===== config.mk =====
export PLATFORM = sky130hd
export DESIGN_NAME = npc_mc_core
export DESIGN_NICKNAME = d
export VERILOG_FILES = /design/src/rtl/npc_pkg.sv /design/src/rtl/npc_regfile.sv /design/src/rtl/npc_mc_core.sv
export SDC_FILE = /design/constraint.sdc
export NUM_CORES = 2
export LEC_CHECK = 0
export ABC_CLOCK_PERIOD_IN_PS = 7100
export CAP_MARGIN = 20
export CORE_ASPECT_RATIO = 1.25
export CORE_UTILIZATION = 54
export DETAILED_ROUTE_END_ITERATION = 10
export PLACE_DENSITY = 0.78
export SLEW_MARGIN = 10
export SYNTH_ARGS = -nofsm -noshare
export SYNTH_HDL_FRONTEND = slang
export SYNTH_HIERARCHICAL = 1
export SYNTH_SLANG_ARGS = --single-unit

===== constraint.sdc =====
create_clock -name clk -period 7.1 [get_ports clk]
set_input_delay 1.065 -clock clk [delete_from_list [all_inputs] [get_ports clk]]
set_output_delay 1.065 -clock clk [all_outputs]
set_load 0.03 [all_outputs]

===== src/rtl/npc_pkg.sv =====
// rtl/npc_pkg.sv - opcode constants, FSM states and trap causes for npc_mc_core
package npc_pkg;

  localparam logic [6:0] OP_LUI    = 7'b0110111;
  localparam logic [6:0] OP_AUIPC  = 7'b0010111;
  localparam logic [6:0] OP_OPIMM  = 7'b0010011;
  localparam logic [6:0] OP_JAL    = 7'b1101111;
  localparam logic [6:0] OP_JALR   = 7'b1100111;
  localparam logic [6:0] OP_SYSTEM = 7'b1110011;

  localparam logic [2:0] F3_ADDI = 3'b000;
  localparam logic [2:0] F3_JALR = 3'b000;

  localparam logic [31:0] EBREAK_WORD = 32'h0010_0073;

  typedef enum logic [2:0] {
    FETCH,
    WAIT,
    EXEC,
    WB,
    HALT
  } state_e;

  typedef enum logic [1:0] {
    TRAP_NONE     = 2'd0,
    TRAP_EBREAK   = 2'd1,
    TRAP_ILLEGAL  = 2'd2,
    TRAP_MISALIGN = 2'd3
  } trap_e;

endpackage


===== src/rtl/npc_regfile.sv =====
// rtl/npc_regfile.sv - architectural register file, x0 hard zero, two async reads, one sync write
module npc_regfile #(
  parameter int XLEN    = 64,
  parameter int NR_REGS = 32
) (
  input  logic            clk,
  input  logic            rst_n,
  input  logic [4:0]      raddr1,
  output logic [XLEN-1:0] rdata1,
  input  logic [4:0]      raddr2,
  output logic [XLEN-1:0] rdata2,
  input  logic            we,
  input  logic [4:0]      waddr,
  input  logic [XLEN-1:0] wdata
);

  localparam int AW = (NR_REGS == 16) ? 4 : 5;

  logic [XLEN-1:0] regs_q [NR_REGS];
  logic [XLEN-1:0] regs_d [NR_REGS];

  always_comb begin
    regs_d = regs_q;
    if (we && (waddr != 5'd0) && (int'(waddr) < NR_REGS)) begin
      regs_d[waddr[AW-1:0]] = wdata;
    end
  end

  // Out-of-range indices read as zero; the core traps on them before they matter.
  assign rdata1 = ((raddr1 == 5'd0) || (int'(raddr1) >= NR_REGS)) ? '0 : regs_q[raddr1[AW-1:0]];
  assign rdata2 = ((raddr2 == 5'd0) || (int'(raddr2) >= NR_REGS)) ? '0 : regs_q[raddr2[AW-1:0]];

  always_ff @(posedge clk or negedge rst_n) begin
    if (!rst_n) begin
      for (int i = 0; i < NR_REGS; i++) begin
        regs_q[i] <= '0;
      end
    end else begin
      regs_q <= regs_d;
    end
  end

endmodule


===== src/rtl/npc_mc_core.sv =====
// rtl/npc_mc_core.sv - multi-cycle RV32/RV64 (I/E) subset core with imem handshake and commit trace
module npc_mc_core
  import npc_pkg::*;
#(
  parameter int          XLEN     = 64,
  parameter int          NR_REGS  = 32,
  parameter logic [63:0] RESET_PC = 64'h8000_0000
) (
  input  logic            clk,
  input  logic            rst_n,
  output logic            imem_req_valid,
  input  logic            imem_req_ready,
  output logic [XLEN-1:0] imem_req_addr,
  input  logic            imem_rsp_valid,
  input  logic [31:0]     imem_rsp_data,
  output logic [XLEN-1:0] pc,
  output logic            commit_valid,
  output logic [XLEN-1:0] commit_pc,
  output logic [31:0]     commit_inst,
  output logic            halted,
  output logic [1:0]      trap_cause,
  output logic [XLEN-1:0] halt_code
);

  state_e          state_q, state_d;
  logic [XLEN-1:0] pc_q, pc_d;
  logic [31:0]     inst_q, inst_d;
  logic [XLEN-1:0] res_q, res_d;
  logic [XLEN-1:0] dnpc_q, dnpc_d;
  logic [4:0]      rd_q, rd_d;
  logic            req_valid_q, req_valid_d;
  logic            commit_valid_q, commit_valid_d;
  logic [XLEN-1:0] commit_pc_q, commit_pc_d;
  logic [31:0]     commit_inst_q, commit_inst_d;
  logic            halted_q, halted_d;
  trap_e           trap_q, trap_d;
  logic [XLEN-1:0] halt_code_q, halt_code_d;

  logic [XLEN-1:0] rs1_val, x10_val;
  logic [6:0]      opcode;
  logic [2:0]      funct3;
  logic [4:0]      rd_idx, rs1_idx;
  logic            rd_ok, rs1_ok;
  logic [XLEN-1:0] imm_i, imm_u, imm_j, pc_plus4;
  logic [XLEN-1:0] ex_res, ex_target;
  logic            ex_jump;
  trap_e           ex_cause;

  assign opcode   = inst_q[6:0];
  assign rd_idx   = inst_q[11:7];
  assign funct3   = inst_q[14:12];
  assign rs1_idx  = inst_q[19:15];
  assign rd_ok    = int'(rd_idx) < NR_REGS;
  assign rs1_ok   = int'(rs1_idx) < NR_REGS;
  assign imm_i    = XLEN'($signed(inst_q[31:20]));
  assign imm_u    = XLEN'($signed({inst_q[31:12], 12'b0}));
  assign imm_j    = XLEN'($signed({inst_q[31], inst_q[19:12], inst_q[20], inst_q[30:21], 1'b0}));
  assign pc_plus4 = pc_q + XLEN'(4);

  // Port 2 is dedicated to x10 so ebreak can report its exit code.
  npc_regfile #(
    .XLEN    (XLEN),
    .NR_REGS (NR_REGS)
  ) u_rf (
    .clk    (clk),
    .rst_n  (rst_n),
    .raddr1 (rs1_idx),
    .rdata1 (rs1_val),
    .raddr2 (5'd10),
    .rdata2 (x10_val),
    .we     (state_q == WB),
    .waddr  (rd_q),
    .wdata  (res_q)
  );

  always_comb begin
    ex_cause  = TRAP_NONE;
    ex_res    = '0;
    ex_target = pc_plus4;
    ex_jump   = 1'b0;
    case (opcode)
      OP_LUI: begin
        ex_res = imm_u;
        if (!rd_ok) ex_cause = TRAP_ILLEGAL;
      end
      OP_AUIPC: begin
        ex_res = pc_q + imm_u;
        if (!rd_ok) ex_cause = TRAP_ILLEGAL;
      end
      OP_OPIMM: begin
        ex_res = rs1_val + imm_i;
        if ((funct3 != F3_ADDI) || !rd_ok || !rs1_ok) ex_cause = TRAP_ILLEGAL;
      end
      OP_JAL: begin
        ex_res    = pc_plus4;
        ex_target = pc_q + imm_j;
        ex_jump   = 1'b1;
        if (!rd_ok) ex_cause = TRAP_ILLEGAL;
      end
      OP_JALR: begin
        ex_res    = pc_plus4;
        ex_target = (rs1_val + imm_i) & {{(XLEN-1){1'b1}}, 1'b0};
        ex_jump   = 1'b1;
        if ((funct3 != F3_JALR) || !rd_ok || !rs1_ok) ex_cause = TRAP_ILLEGAL;
      end
      OP_SYSTEM: begin
        ex_cause = (inst_q == EBREAK_WORD) ? TRAP_EBREAK : TRAP_ILLEGAL;
      end
      default: ex_cause = TRAP_ILLEGAL;
    endcase
    if ((ex_cause == TRAP_NONE) && ex_jump && ex_target[1]) begin
      ex_cause = TRAP_MISALIGN;
    end
  end

  always_comb begin
    state_d        = state_q;
    pc_d           = pc_q;
    inst_d         = inst_q;
    res_d          = res_q;
    dnpc_d         = dnpc_q;
    rd_d           = rd_q;
    req_valid_d    = 1'b0;
    commit_valid_d = 1'b0;
    commit_pc_d    = commit_pc_q;
    commit_inst_d  = commit_inst_q;
    halted_d       = halted_q;
    trap_d         = trap_q;
    halt_code_d    = halt_code_q;
    case (state_q)
      FETCH: begin
        if (req_valid_q && imem_req_ready) state_d = WAIT;
        else req_valid_d = 1'b1;
      end
      WAIT: begin
        if (imem_rsp_valid) begin
          inst_d  = imem_rsp_data;
          state_d = EXEC;
        end
      end
      EXEC: begin
        // Outputs are registered, so the commit pulse lands in WB (or the first HALT cycle for ebreak).
        if ((ex_cause == TRAP_NONE) || (ex_cause == TRAP_EBREAK)) begin
          commit_valid_d = 1'b1;
          commit_pc_d    = pc_q;
          commit_inst_d  = inst_q;
        end
        if (ex_cause == TRAP_NONE) begin
          res_d   = ex_res;
          dnpc_d  = ex_target;
          rd_d    = rd_idx;
          state_d = WB;
        end else begin
          state_d     = HALT;
          halted_d    = 1'b1;
          trap_d      = ex_cause;
          halt_code_d = (ex_cause == TRAP_EBREAK) ? x10_val : '0;
        end
      end
      WB: begin
        pc_d        = dnpc_q;
        state_d     = FETCH;
        req_valid_d = 1'b1;
      end
      HALT: state_d = HALT;
      default: state_d = FETCH;
    endcase
  end

  always_ff @(posedge clk or negedge rst_n) begin
    if (!rst_n) begin
      state_q        <= FETCH;
      pc_q           <= RESET_PC[XLEN-1:0];
      inst_q         <= '0;
      res_q          <= '0;
      dnpc_q         <= '0;
      rd_q           <= '0;
      req_valid_q    <= 1'b0;
      commit_valid_q <= 1'b0;
      commit_pc_q    <= '0;
      commit_inst_q  <= '0;
      halted_q       <= 1'b0;
      trap_q         <= TRAP_NONE;
      halt_code_q    <= '0;
    end else begin
      state_q        <= state_d;
      pc_q           <= pc_d;
      inst_q         <= inst_d;
      res_q          <= res_d;
      dnpc_q         <= dnpc_d;
      rd_q           <= rd_d;
      req_valid_q    <= req_valid_d;
      commit_valid_q <= commit_valid_d;
      commit_pc_q    <= commit_pc_d;
      commit_inst_q  <= commit_inst_d;
      halted_q       <= halted_d;
      trap_q         <= trap_d;
      halt_code_q    <= halt_code_d;
    end
  end

  assign imem_req_valid = req_valid_q;
  assign imem_req_addr  = pc_q;
  assign pc             = pc_q;
  assign commit_valid   = commit_valid_q;
  assign commit_pc      = commit_pc_q;
  assign commit_inst    = commit_inst_q;
  assign halted         = halted_q;
  assign trap_cause     = trap_q;
  assign halt_code      = halt_code_q;

endmodule

Word-level counts from Yosys, hierarchy flattened
Index checks and enable logic that the tools add are counted.
Widths: inputs -> output; s select.
- register bits: 2445
- input bits: 36
- output and inout bits: 293
- logic and storage cells: 112
- add/sub/neg operators: 4
- order comparisons: 3
- eq/ne operators: 14
- muxes and demuxes: 23
- bitwise operators: 3
- reduce and logical (&&, ||, !) cells: 20
- operator list (cell ; number):
    $bwmux 2048 ; 1
    $bmux 64 s5 ; 1
    $demux 64 s5 ; 1
    $mux 64 ; 5
    $pmux 64 s4 ; 1
    $add 64x64->64 ; 3
    $pmux 64 s2 ; 1
    $add 64x3->64 const B ; 1
    $eq 32x21->1 const B ; 1
    $eq 7x7->1 const B ; 3
    $eq 7x5->1 const B ; 2
    $ge 6x6->1 const B ; 2
    $not 5->6 ; 2
    $pmux 3 s4 ; 1
    $reduce_and 2->1 ; 5
    $mux 3 ; 3
    $eq 7x6->1 const B ; 1
    $eq 3x2->1 const B ; 2
    $lt 6x1->1 const B ; 1
    $mux 2 ; 3
    $pmux 2 s3 ; 1
    $logic_and 1x1->1 ; 5
    $logic_not 5->1 ; 1
    $reduce_bool 5->1 ; 1
    other kinds (13) ; 19

Depth between registers and ports, before layout
- word-level depth: 13
- depth in mapped cells: 21
- depth with buffers taken out: 16

Cells and area by module
Netlist, hierarchy kept.
- modules (own cells, without submodules) (module ; times used ; cells each ; area an instance (um^2) ; sequential area each (um^2)):
    npc_regfile ; 1 ; 6985 ; 108328.9 ; 51249.2
    npc_mc_core ; 1 ; 3258 ; 27607.7 ; 9935.8

Worst setup path after synthesis
Ideal clock, no wire load.
- path kind: register to register
- start point: reg inst_q[15]
- end point: reg dnpc_q[50]
- library setup time: 121 ps
- arrival: 4830 ps
- required time: 6979 ps
- setup slack: 2149 ps
- stages on the path, launching flop included: 20
- path buffers: 3
- period minus slack after synthesis: 4951 ps
- path through: dfrtp_1 -> buf_6 -> buf_2 -> buf_2 -> mux4_2 -> mux2i_1 -> o22ai_1 -> or2_2 -> ha_1 -> fa_1 -> a21o_1 -> a221o_1 -> o211ai_1 -> a21oi_1 -> a22oi_1 -> nand4_1 -> nand3_1 -> nor4_1 -> or3b_2 -> o22a_1
- word-level cells in the longest chain between the ends: 11
- elaborated cells between the ends (all ways): 18
- classes of those cells: add/sub: 2; eq/ne: 1; mux: 8; bitwise: 1; reduce/logical: 6
- RTL lines (item ; RTL line ; RTL):
    start, declared ; npc_mc_core.sv:27 ; logic [31:0] inst_q, inst_d;
    start signal, assigned ; npc_mc_core.sv:188 ; inst_q <= inst_d;
    $not 5->6 (implied by the code) ; npc_regfile.sv:30 ; assign rdata1 = ((raddr1 == 5'd0) || (int'(raddr1) >= NR_REGS)) ? '0 : regs_q[raddr1[AW-1:0]];
    $bmux 64 s5 ; npc_regfile.sv:30 ;
    $mux 64 (implied by the code) (2 in series) ; npc_regfile.sv:30 ;
    $mux 64 (*) ; npc_regfile.sv:30 ;
    named net rs1_val[0] ; npc_mc_core.sv:39 ; logic [XLEN-1:0] rs1_val, x10_val;
    $add 64x64->64 (*) ; npc_mc_core.sv:102 ; ex_target = (rs1_val + imm_i) & {{(XLEN-1){1'b1}}, 1'b0};
    $pmux 64 s2 (*) ; npc_mc_core.sv:81 ; case (opcode)
    $logic_and 1x1->1 ; npc_mc_core.sv:111 ; if ((ex_cause == TRAP_NONE) && ex_jump && ex_target[1]) begin
    $mux 2 ; npc_mc_core.sv:111 ;
    $logic_not 2->1 ; npc_mc_core.sv:148 ; if (ex_cause == TRAP_NONE) begin
    $reduce_and 2->1 (no line) ; n/a ;
    end signal, assigned ; npc_mc_core.sv:190 ; dnpc_q <= dnpc_d;
    end, declared ; npc_mc_core.sv:29 ; logic [XLEN-1:0] dnpc_q, dnpc_d;
Mark *: on every way through the listed nets, which the timed path passes. The rest lies on a longest branch. The select of a mux whose other input is x is not followed.
A chain may end at the register's enable or synchronous reset.

Worst setup path in the final report
- start point: reg inst_q[15]
- end point: reg dnpc_q[50]
- elaborated cells between the ends (all ways): 18
- classes of those cells: add/sub: 2; eq/ne: 1; mux: 8; bitwise: 1; reduce/logical: 6
- RTL lines (item ; RTL line):
    $not 5->6 (implied by the code) ; npc_regfile.sv:30
    $bmux 64 s5 ; npc_regfile.sv:30
    $mux 64 (implied by the code) (2 in series) ; npc_regfile.sv:30
    $mux 64 (*) ; npc_regfile.sv:30
    named net rs1_val[9] ; npc_mc_core.sv:39
    $add 64x64->64 (*) ; npc_mc_core.sv:102
    $pmux 64 s2 (*) ; npc_mc_core.sv:81
Marks and branches as above.

==> metrics.cfg <==
[status]
status = finished with violations
violations = DRC, slew limit

[sta]
fmax_mhz = 158
drv_slew = 723
fin_skew_ns = 0.0582
finalSetupViolations = 0
fin_setup_tns_ns = 0
hold_viol = 0
min_period_ns = 6.32
final.period_utilization_pct = 89.0
rsz0062_at_grt = false
tightest_slew_ns = 4.29
relSlewSlack_pct = -186

[final_layout]
area_growth_pct = 10.3
post_route_cells_drive_above_1_share_pct = 38.3
final_core_util_pct = 60.0
fill_cells = 18450
instances_no_fill = 13479
final_nets = 10144

[synth]
yosysTopAreaCell = dfrtp_1
synth-main-ff-cell = dfrtp_1
synth_most_common_cell = dfrtp_1
yosys_warnings = 6
netlist_top_cells_area = dfrtp_1 (45%), mux2_2 (18%), mux4_2 (16%), mux2i_1 (3.1%), clkbuf_1 (1.7%)
synthArstFlopShare_pct = 100
synth.top_cells.by_count = dfrtp_1 (2,444), mux2_2 (2,125), mux4_2 (980)
synth_edf_count = 0
synth_top_area_share_pct = 45.0
syn_area_per_cell_um2 = 13.3
yosysSeqAreaShare_pct = 45.0
ys_types = 96
ys_ff_latch = 2445
syn_inst = 10243
syn_area_mm2 = 0.136

[placed_design]
gp_congestion = 1.01
hpwl_um = 270000
port_buffers = 328
dp_cells = 13017

[die]
rows = 205
die_y_um = 563
core_mm2 = 0.250
initial_core_util_pct = 54.4
die_area_mm2 = 0.254
die_x_um = 451
num_io_pins = 329

[setup_path]
slowest_stage = dfrtp_4
worstSetupStartpointType = register
crit_family = compound AO/OA/AOI/OAI gates
crit_chain = buf_12 > buf_12 > mux4_2 > mux2i_1 > o22ai_1 > or2_2 > ha_1 > o21ai_0 > o21ai_0 > o211ai_1 > a21oi_1 > a22oi_1 > nand4_1 > nand3_1 > nand4_1 > or3b_2 > o22a_1
crit_path_start = inst_q[15]
path_class = reg2reg
worstPathMaxFanout = 44
r2r-start = inst_q[15]
cp_slowest_stage_delay_ns = 0.86
worstPathRequired_ns = 7.89
critPathArrivalTime_ns = 7.10
end_kind = register
cp_num_buf_inv = 2

[detailed_routing]
num_vias = 96819
drc = 268
drtIter0Drc = 12528
drt_wl_total_um = 459000
antenna_left = 0
first_pass_iters = 11
avgViaCountPerCell = 7.18
wl_per_cell_um = 34.1

[clock_network]
cts_num_sinks = 2445
post-cts-setup-buffer-count = 0
clk_path_buf_depth = 4
htreeDepth = 4
clkTransAtPathRegs_ns = 0.07
cts_resized = 0
cts_root_buffer = clkbuf_16
clk_latency_ns = 0.94
tritoncts = done
numCtsBuffers = 237
ctsHoldBuffers = 0

[power_and_ir_drop]
power.density_mw_per_mm2 = 278
power_mw = 41.6
power_leakage_nw = 69.2
ir_drop_mv = 0.233

[global_routing]
track_usage_pct = 35.8
antenna_found_initial = 17
gr-total-overflow = 0
grt_max_degree = 527
grt_pass1_wl_um = 672000
grt_pass1_vias = 99095

[worst_hold_path]
holdCritPathClass = in2async

[job]
maxCapViolations = 0

-- kinds of logic after synthesis --
| family | count (synthesis) | share of synthesized area [%] |
|---|---|---|
| mux | 3523 | 36.9 |
| xor+xnor | 204 | 1.31 |
| compound gates | 1322 | 6.59 |
| flops | 2445 | 45.0 |
| fa+ha+maj | 140 | 1.31 |
| buf+inv | 1136 | 3.79 |
| simple gates | 1471 | 5.06 |
| other cells | 2 | 0.00552 |
-- registers in the layout, summed over array words and instances (netlist names), 32 cells and up --
| signal | cells |
|---|---|
| commit_inst | 32 |
| commit_pc | 64 |
| dnpc_q | 64 |
| halt_code | 64 |
| imem_req_addr | 64 |
| inst_q | 32 |
| res_q | 64 |
| u_rf/regs_q | 2048 |
-- final timing paths --
| kind | depth (start not counted) | to | slack (ns) |
|---|---|---|---|
| worst min register to register | 0 | u_rf/regs_q[2020] | 0.38 |
| worst max-delay path | 17 | dnpc_q[50] | 0.78 |
| worst min-delay path | 1 | u_rf/regs_q[1921] | 0.13 |
| max in group asynchronous | 3 | u_rf/regs_q[819] | 4.97 |
| worst max register to register | 17 | dnpc_q[50] | 0.78 |
| min in group clk | 0 | u_rf/regs_q[2020] | 0.38 |
-- final cells by class --
type                            instances  area (µm²)  area share [%]
Sequential cell                      2445       61200            40.8
Clock inverter                        108        1350           0.898
Timing Repair Buffer                  561        6220            4.15
Multi-Input combinational cell       6667       69900            46.7
Tap cell                             3312        4140            2.76
Inverter                               56         210           0.140
Clock buffer                          321        6800            4.54
Antenna cell                            9        22.5          0.0150
-- stage by stage --
step           worst slack, ns  hold WS (ns)  area [µm²]
6_report                 0.783         0.134      150000
5_1_grt                  0.494         0.181      150000
3_5_place_dp             0.947         0.363      141000
2_1_floorplan             2.15         0.425      136000
4_1_cts                  0.936         0.180      149000
3_3_place_gp             0.932         0.360      141000
-- cells in the final DEF (no fill, tap or decap), drive strengths merged, types with 26 or more instances in the layout --
cell type / count
clkdlybuf4s50: 327
nand3: 149
mux4: 980
clkinv: 66
a21oi: 266
nor3: 65
mux2: 2125
nand2b: 35
o221ai: 29
a31oi: 41
and3: 41
o21bai: 28
nor2: 265
o22ai: 171
bufinv: 27
nand4: 73
a221oi: 53
inv: 61
xnor2: 125
a22o: 87
buf: 232
dfrtp: 2444
a22oi: 63
o21a: 26
o21ai: 229
and2: 26
or2: 51
mux2i: 418
ha: 137
nor2b: 61
a211oi: 29
xor2: 79
nand2: 614
nor4: 33
a21o: 102
clkbuf: 323
-- per-layer routing --
layer / global-route usage [%] / routed length [µm] / vias up
met5: 0 / 110 / -
met4: 21.9 / 32500 / 18
met3: 9.11 / 52700 / 1650
met2: 54.9 / 208000 / 6390
met1: 45.7 / 166000 / 50582
li1: - / - / 38179
-- power breakdown --
part           leakage (nW)  internal [mW]  switching, mW  total, mW
logic                  31.1           4.27           8.15       12.4
registers              34.1           14.4           1.39       15.7
clock network          4.03           7.68           5.76       13.4
total                  69.2           26.3           15.3       41.6
Note: power is estimated with default switching activity, not from simulation.
